`src/rtl/const_scale_pipe.sv`:
```
// const_scale_pipe: four-stage complex scaling by one of four radix-5 butterfly
// constants using shift-and-add terms, with a valid/enable pipeline and output
// saturation.
module const_scale_pipe #(
   parameter int unsigned W = 32
) (
   input  logic         clk,
   input  logic         rst_n,
   input  logic         en,
   input  logic         in_valid,
   input  logic [1:0]   sel,
   input  logic [W-1:0] a_re,
   input  logic [W-1:0] a_img,
   output logic         out_valid,
   output logic [W-1:0] a1_re,
   output logic [W-1:0] a1_img,
   output logic         sat
);

   // Two guard bits: the largest magnitude (1.539 * 2^(W-1)) fits with no wrap.
   localparam int unsigned XW = W + 2;

   typedef logic signed [XW-1:0] ext_t;

   function automatic ext_t sext(input logic [W-1:0] x);
      return {{2{x[W-1]}}, x};
   endfunction

   // First pair sum (t0 + t1); every shift is taken from the original sample.
   function automatic ext_t pair_a(input logic [W-1:0] x, input logic [1:0] s);
      ext_t xe;
      ext_t r;
      xe = sext(x);
      r  = '0;
      case (s)
         2'd0:    r = xe + (xe >>> 1);
         2'd1:    r = (xe >>> 1) + (xe >>> 4);
         2'd2:    r = (xe >>> 2) + (xe >>> 3);
         2'd3:    r = -xe - (xe >>> 2);
         default: r = '0;
      endcase
      return r;
   endfunction

   // Second pair sum (t2 + t3); unused terms are zero.
   function automatic ext_t pair_b(input logic [W-1:0] x, input logic [1:0] s);
      ext_t xe;
      ext_t r;
      xe = sext(x);
      r  = '0;
      case (s)
         2'd0:    r = (xe >>> 5) + (xe >>> 7);
         2'd1:    r = -(xe >>> 8);
         2'd2:    r = (xe >>> 8) - (xe >>> 6);
         2'd3:    r = '0;
         default: r = '0;
      endcase
      return r;
   endfunction

   // Clamp to W bits; MSB of the result is the saturation flag.
   function automatic logic [W:0] clip(input ext_t v);
      logic         ovf;
      logic [W-1:0] val;
      ovf = (v[XW-1:W-1] != {3{v[XW-1]}});
      if (!ovf) begin
         val = v[W-1:0];
      end else if (v[XW-1]) begin
         val = {1'b1, {(W-1){1'b0}}};
      end else begin
         val = {1'b0, {(W-1){1'b1}}};
      end
      return {ovf, val};
   endfunction

   logic [W-1:0] s1_re_q, s1_im_q;
   logic [1:0]   s1_sel_q;
   logic         s1_vld_q;

   ext_t         p_re_a_q, p_re_b_q, p_im_a_q, p_im_b_q;
   logic         s2_vld_q;

   ext_t         sum_re_q, sum_im_q;
   logic         s3_vld_q;

   logic [W-1:0] re_clip, im_clip;
   logic         re_ovf, im_ovf;

   // S1: capture sample, coefficient select and valid together.
   always_ff @(posedge clk or negedge rst_n) begin
      if (!rst_n) begin
         s1_re_q  <= '0;
         s1_im_q  <= '0;
         s1_sel_q <= '0;
         s1_vld_q <= 1'b0;
      end else if (en) begin
         s1_re_q  <= a_re;
         s1_im_q  <= a_img;
         s1_sel_q <= sel;
         s1_vld_q <= in_valid;
      end
   end

   // S2: form the four terms and add them pairwise.
   always_ff @(posedge clk or negedge rst_n) begin
      if (!rst_n) begin
         p_re_a_q <= '0;
         p_re_b_q <= '0;
         p_im_a_q <= '0;
         p_im_b_q <= '0;
         s2_vld_q <= 1'b0;
      end else if (en) begin
         p_re_a_q <= pair_a(s1_re_q, s1_sel_q);
         p_re_b_q <= pair_b(s1_re_q, s1_sel_q);
         p_im_a_q <= pair_a(s1_im_q, s1_sel_q);
         p_im_b_q <= pair_b(s1_im_q, s1_sel_q);
         s2_vld_q <= s1_vld_q;
      end
   end

   // S3: combine the pair sums.
   always_ff @(posedge clk or negedge rst_n) begin
      if (!rst_n) begin
         sum_re_q <= '0;
         sum_im_q <= '0;
         s3_vld_q <= 1'b0;
      end else if (en) begin
         sum_re_q <= p_re_a_q + p_re_b_q;
         sum_im_q <= p_im_a_q + p_im_b_q;
         s3_vld_q <= s2_vld_q;
      end
   end

   // Saturate both components of the S3 sum.
   always_comb begin
      {re_ovf, re_clip} = clip(sum_re_q);
      {im_ovf, im_clip} = clip(sum_im_q);
   end

   // S4: register saturated outputs, flag and valid.
   always_ff @(posedge clk or negedge rst_n) begin
      if (!rst_n) begin
         a1_re     <= '0;
         a1_img    <= '0;
         sat       <= 1'b0;
         out_valid <= 1'b0;
      end else if (en) begin
         a1_re     <= re_clip;
         a1_img    <= im_clip;
         sat       <= re_ovf | im_ovf;
         out_valid <= s3_vld_q;
      end
   end

endmodule
```
`config.mk`:
```
export PLATFORM = sky130hd
export DESIGN_NAME = const_scale_pipe
export DESIGN_NICKNAME = d
export VERILOG_FILES = /design/src/rtl/const_scale_pipe.sv
export SDC_FILE = /design/constraint.sdc
export NUM_CORES = 2
export LEC_CHECK = 0
export CAP_MARGIN = 40
export CORE_ASPECT_RATIO = 2
export CORE_MARGIN = 4
export CORE_UTILIZATION = 45
export DETAILED_ROUTE_END_ITERATION = 10
export GPL_TIMING_DRIVEN = 0
export PLACE_DENSITY = 0.63
export SLEW_MARGIN = 20
export SYNTH_ARGS = -nofsm -noshare
export SYNTH_HDL_FRONTEND = slang
export SYNTH_SLANG_ARGS = --single-unit
```
`constraint.sdc`:
```
create_clock -name clk -period 6.7 [get_ports clk]
set_input_delay 2.01 -clock clk [delete_from_list [all_inputs] [get_ports clk]]
set_output_delay 2.01 -clock clk [all_outputs]
set_load 0.02 [all_outputs]
```
==> impl_metrics.py <==
metrics = {
    "cts": {
        "cts_tree": "built",
        "cts_buffer_depth": 3,
        "cts_made_buffers": 37,
        "cts_resized": 0,
        "post_cts_buffers": 0,
        "cts.reportedPaths.clkPinSlew_ns": 0.07,
        "cts_max_level": 2,
        "hold_buffers": 0,
        "clkSinkCount": 339,
        "worstSkewPairLatency_ns": 0.62,
        "cts-root-buf": "clkbuf_16",
    },
    "detailed_routing": {
        "first_pass_iters": 6,
        "routed_wl_um": 162000,
        "drt_iter0_markers": 2714,
        "final_antenna_net_count": 0,
        "avgRoutedWirePerCell_um": 28.8,
        "num_vias": 35391,
        "drc_errors": 0,
        "viasPerCell": 6.29,
    },
    "sta": {
        "fin_worst_skew_ns": 0.0362,
        "slew_violations": 0,
        "fin_setup_tns_ns": 0,
        "tightest_slew_ns": 1.14,
        "fmax_ghz": 0.204,
        "setup_viol": 0,
        "final-hold-violation-count": 0,
        "min_period_ns": 4.91,
        "rsz0062_at_grt": "no",
        "slew_headroom_pct": 24.2,
        "post-route-period-util_pct": 73.3,
    },
    "power_and_ir_drop": {
        "power.internal_mw": 7.27,
        "switchingPower_mw": 6.48,
        "seqPwrFrac_pct": 24.3,
        "total_leakage_power_nw": 17.6,
        "switching_share_pct": 47.1,
        "ir_worst_vdd_mv": 0.227,
        "combPwrFrac_pct": 58.7,
        "power_density_nw_per_um2": 341,
        "clkPwrFrac_pct": 17.0,
    },
    "floorplan": {
        "die_area_um2": 83500,
        "initial_core_util_pct": 45.4,
        "core_region_area_um2": 78000,
        "row_count": 145,
        "ios": 136,
        "die-width_um": 206,
        "fp.dieH_um": 405,
    },
    "critical_path": {
        "critPathLaunch": "s1_im_q[9]",
        "crit_arrival_ns": 5.34,
        "critPathMaxFanout": 9,
        "r2r_cells": 13,
        "cp_slowest_stage_delay_ns": 0.66,
        "cp-end-kind": "flop",
        "crit_family": "compound AO/OA/AOI/OAI gates",
        "worstSetupStartpointType": "flop",
        "timing.rr.start": "s1_im_q[9]",
        "cp_cell_sequence": "inv_1, ha_1, ha_1, or3_4, or2_0, o21bai_2, a31oi_2, a31o_2, a21oi_1, o21ai_1, nor3b_1, o21ai_0, a31oi_1",
        "crit_slowest_cell": "dfrtp_1",
        "required_ns": 7.13,
        "path_class": "flop to flop",
        "crit_buf_inv": 1,
        "crit_top_cell": "ha_1",
        "cp.depth": 13,
    },
    "synthesis": {
        "yosysUniqueCellTypes": 93,
        "ys_warn_count": 0,
        "synthesis.nets": 4863,
        "syn-cell-area_um2": 35400,
        "synthArstFlopShare_pct": 100,
        "synthCells": 4329,
        "ys_seq_elements": 339,
        "avgSynthCellArea_um2": 8.18,
        "synth_enable_flop_cells": 0,
        "synth-main-ff-cell": "dfrtp_1",
        "ys_seq_area_share_pct": 24.0,
    },
    "placement": {
        "globalplace.congestion": 1.05,
        "placed_area_um2": 39000,
        "io_buffers": 135,
        "dp_hpwl_um": 133000,
    },
    "finish": {
        "num-fill-cells": 7728,
        "layout_commonest_cell": "a21oi_1",
        "syn_to_final_growth_pct": 13.8,
        "layout.nets": 5106,
        "final_area_um2": 40300,
        "final_core_util_pct": 51.7,
        "drive_above_1_share_pct": 6.52,
        "layout_common_cells": "a21oi_1, ha_1, nor2_1",
    },
    "worst_hold_path": {
        "min_path_type": "flop to flop",
        "min_from": "p_re_b_q[31]",
        "whs_path_depth": 1,
    },
    "global_routing": {
        "grt_max_degree": 94,
        "track_usage_pct": 37.8,
        "grt_pass1_vias": 35027,
        "grt_pass1_wl_um": 233000,
        "antenna_found_initial": 11,
        "grt_overflow": 0,
    },
    "job": {
        "maxCapViolations": 0,
    },
    "run_status": {
        "outcome": "finished clean",
    },
}
metrics by stage:
step	total power, mW	hold WS (ns)	setup WS, ns	instances
2_1_floorplan	8.45	0.448	3.22	4329
3_3_place_gp	11.1	0.464	-12.28	5493
3_5_place_dp	11.3	0.471	1.52	5559
4_1_cts	13.7	0.488	1.90	5624
5_1_grt	14.5	0.500	1.63	5627
6_report	13.8	0.483	1.79	5629
cell type report:
class / count / area [µm²] / area share, %
plain buffers: 227 / 880 / 2.18
inverters: 195 / 732 / 1.82
repair buffers: 204 / 2270 / 5.64
diodes: 2 / 5.00 / 0.0124
flip-flops and latches: 339 / 8480 / 21.0
clock inverters: 21 / 319 / 0.791
multi-input cells: 3568 / 25300 / 62.9
well taps: 1029 / 1290 / 3.19
clock buffers: 44 / 993 / 2.46
logic make-up after synthesis:
logic type / share of synthesized area, %
mux: 4.35
compound gates: 26.2
fa+ha+maj: 16.7
buf+inv: 4.50
simple gates: 14.7
flops: 24.0
xor+xnor: 9.62
final timing paths:
| path | endpoint | slack, ns |
|---|---|---|
| worst min register to register | p_re_b_q[31] | 0.48 |
| worst min-delay path | p_re_b_q[31] | 0.48 |
| worst max-delay path | p_im_a_q[26] | 1.79 |
| worst max register to register | p_im_a_q[26] | 1.79 |
| min in group asynchronous | s1_im_q[9] | 1.31 |
| max in group asynchronous | a1_re[24] | 4.14 |
flip-flops by register name, summed over array words and instances, names as in the netlist, 32 cells and up:
name	count
a1_re	32
a1_img	32
s1_re_q	32
sum_re_q	34
sum_im_q	34
p_im_a_q	34
s1_im_q	32
p_im_b_q	34
p_re_a_q	34
p_re_b_q	34
power groups by stage:
| stage | registers [mW] | logic [mW] | clock network [mW] |
|---|---|---|---|
| after floorplan | 3.34 | 5.11 | 0 |
| after global placement | 3.35 | 7.78 | 0 |
| after detailed placement | 3.36 | 7.90 | 0 |
| after CTS | 3.33 | 7.95 | 2.38 |
| after global routing | 3.39 | 8.71 | 2.44 |
| final | 3.34 | 8.07 | 2.34 |
routing by layer:
layer	wire length, µm	GRT usage [%]
met2	78800	65.5
met1	57400	41.3
met4	15500	28.1
met3	10100	5.69
met5	80	0
synthesized netlist by cell type, types with 16 or more instances:
cell      instances  share of area (%)
a211oi_1         52                1.1
mux4_2           21                1.3
o221ai_1         30               0.74
or3_1            24               0.42
and2_1           16               0.28
nor2b_1          39               0.69
o31ai_1          21               0.45
a21oi_1         453                6.4
xnor2_1         276                6.8
nand2b_1         31               0.55
nand3_1          81                1.1
ha_1            450                 16
o21bai_1         65                1.4
nand4_1          45               0.79
o21ai_0         298                4.2
inv_1           190                2.0
o211ai_1         30               0.64
nor2_1          379                4.0
o21a_1           51                1.1
nand2_1         366                3.9
dfrtp_1         339                 24
a31oi_1          58                1.0
o21ai_1          28               0.40
buf_1            17               0.18
xor2_1          113                2.8
o22ai_1          26               0.46
clkbuf_1        202                2.1
nor3_1           63               0.89
a221oi_1         24               0.59
a21o_1          140                3.0
and3_1           34               0.60
mux2_2           81                2.6
Note: power is estimated with default switching activity, not from simulation.
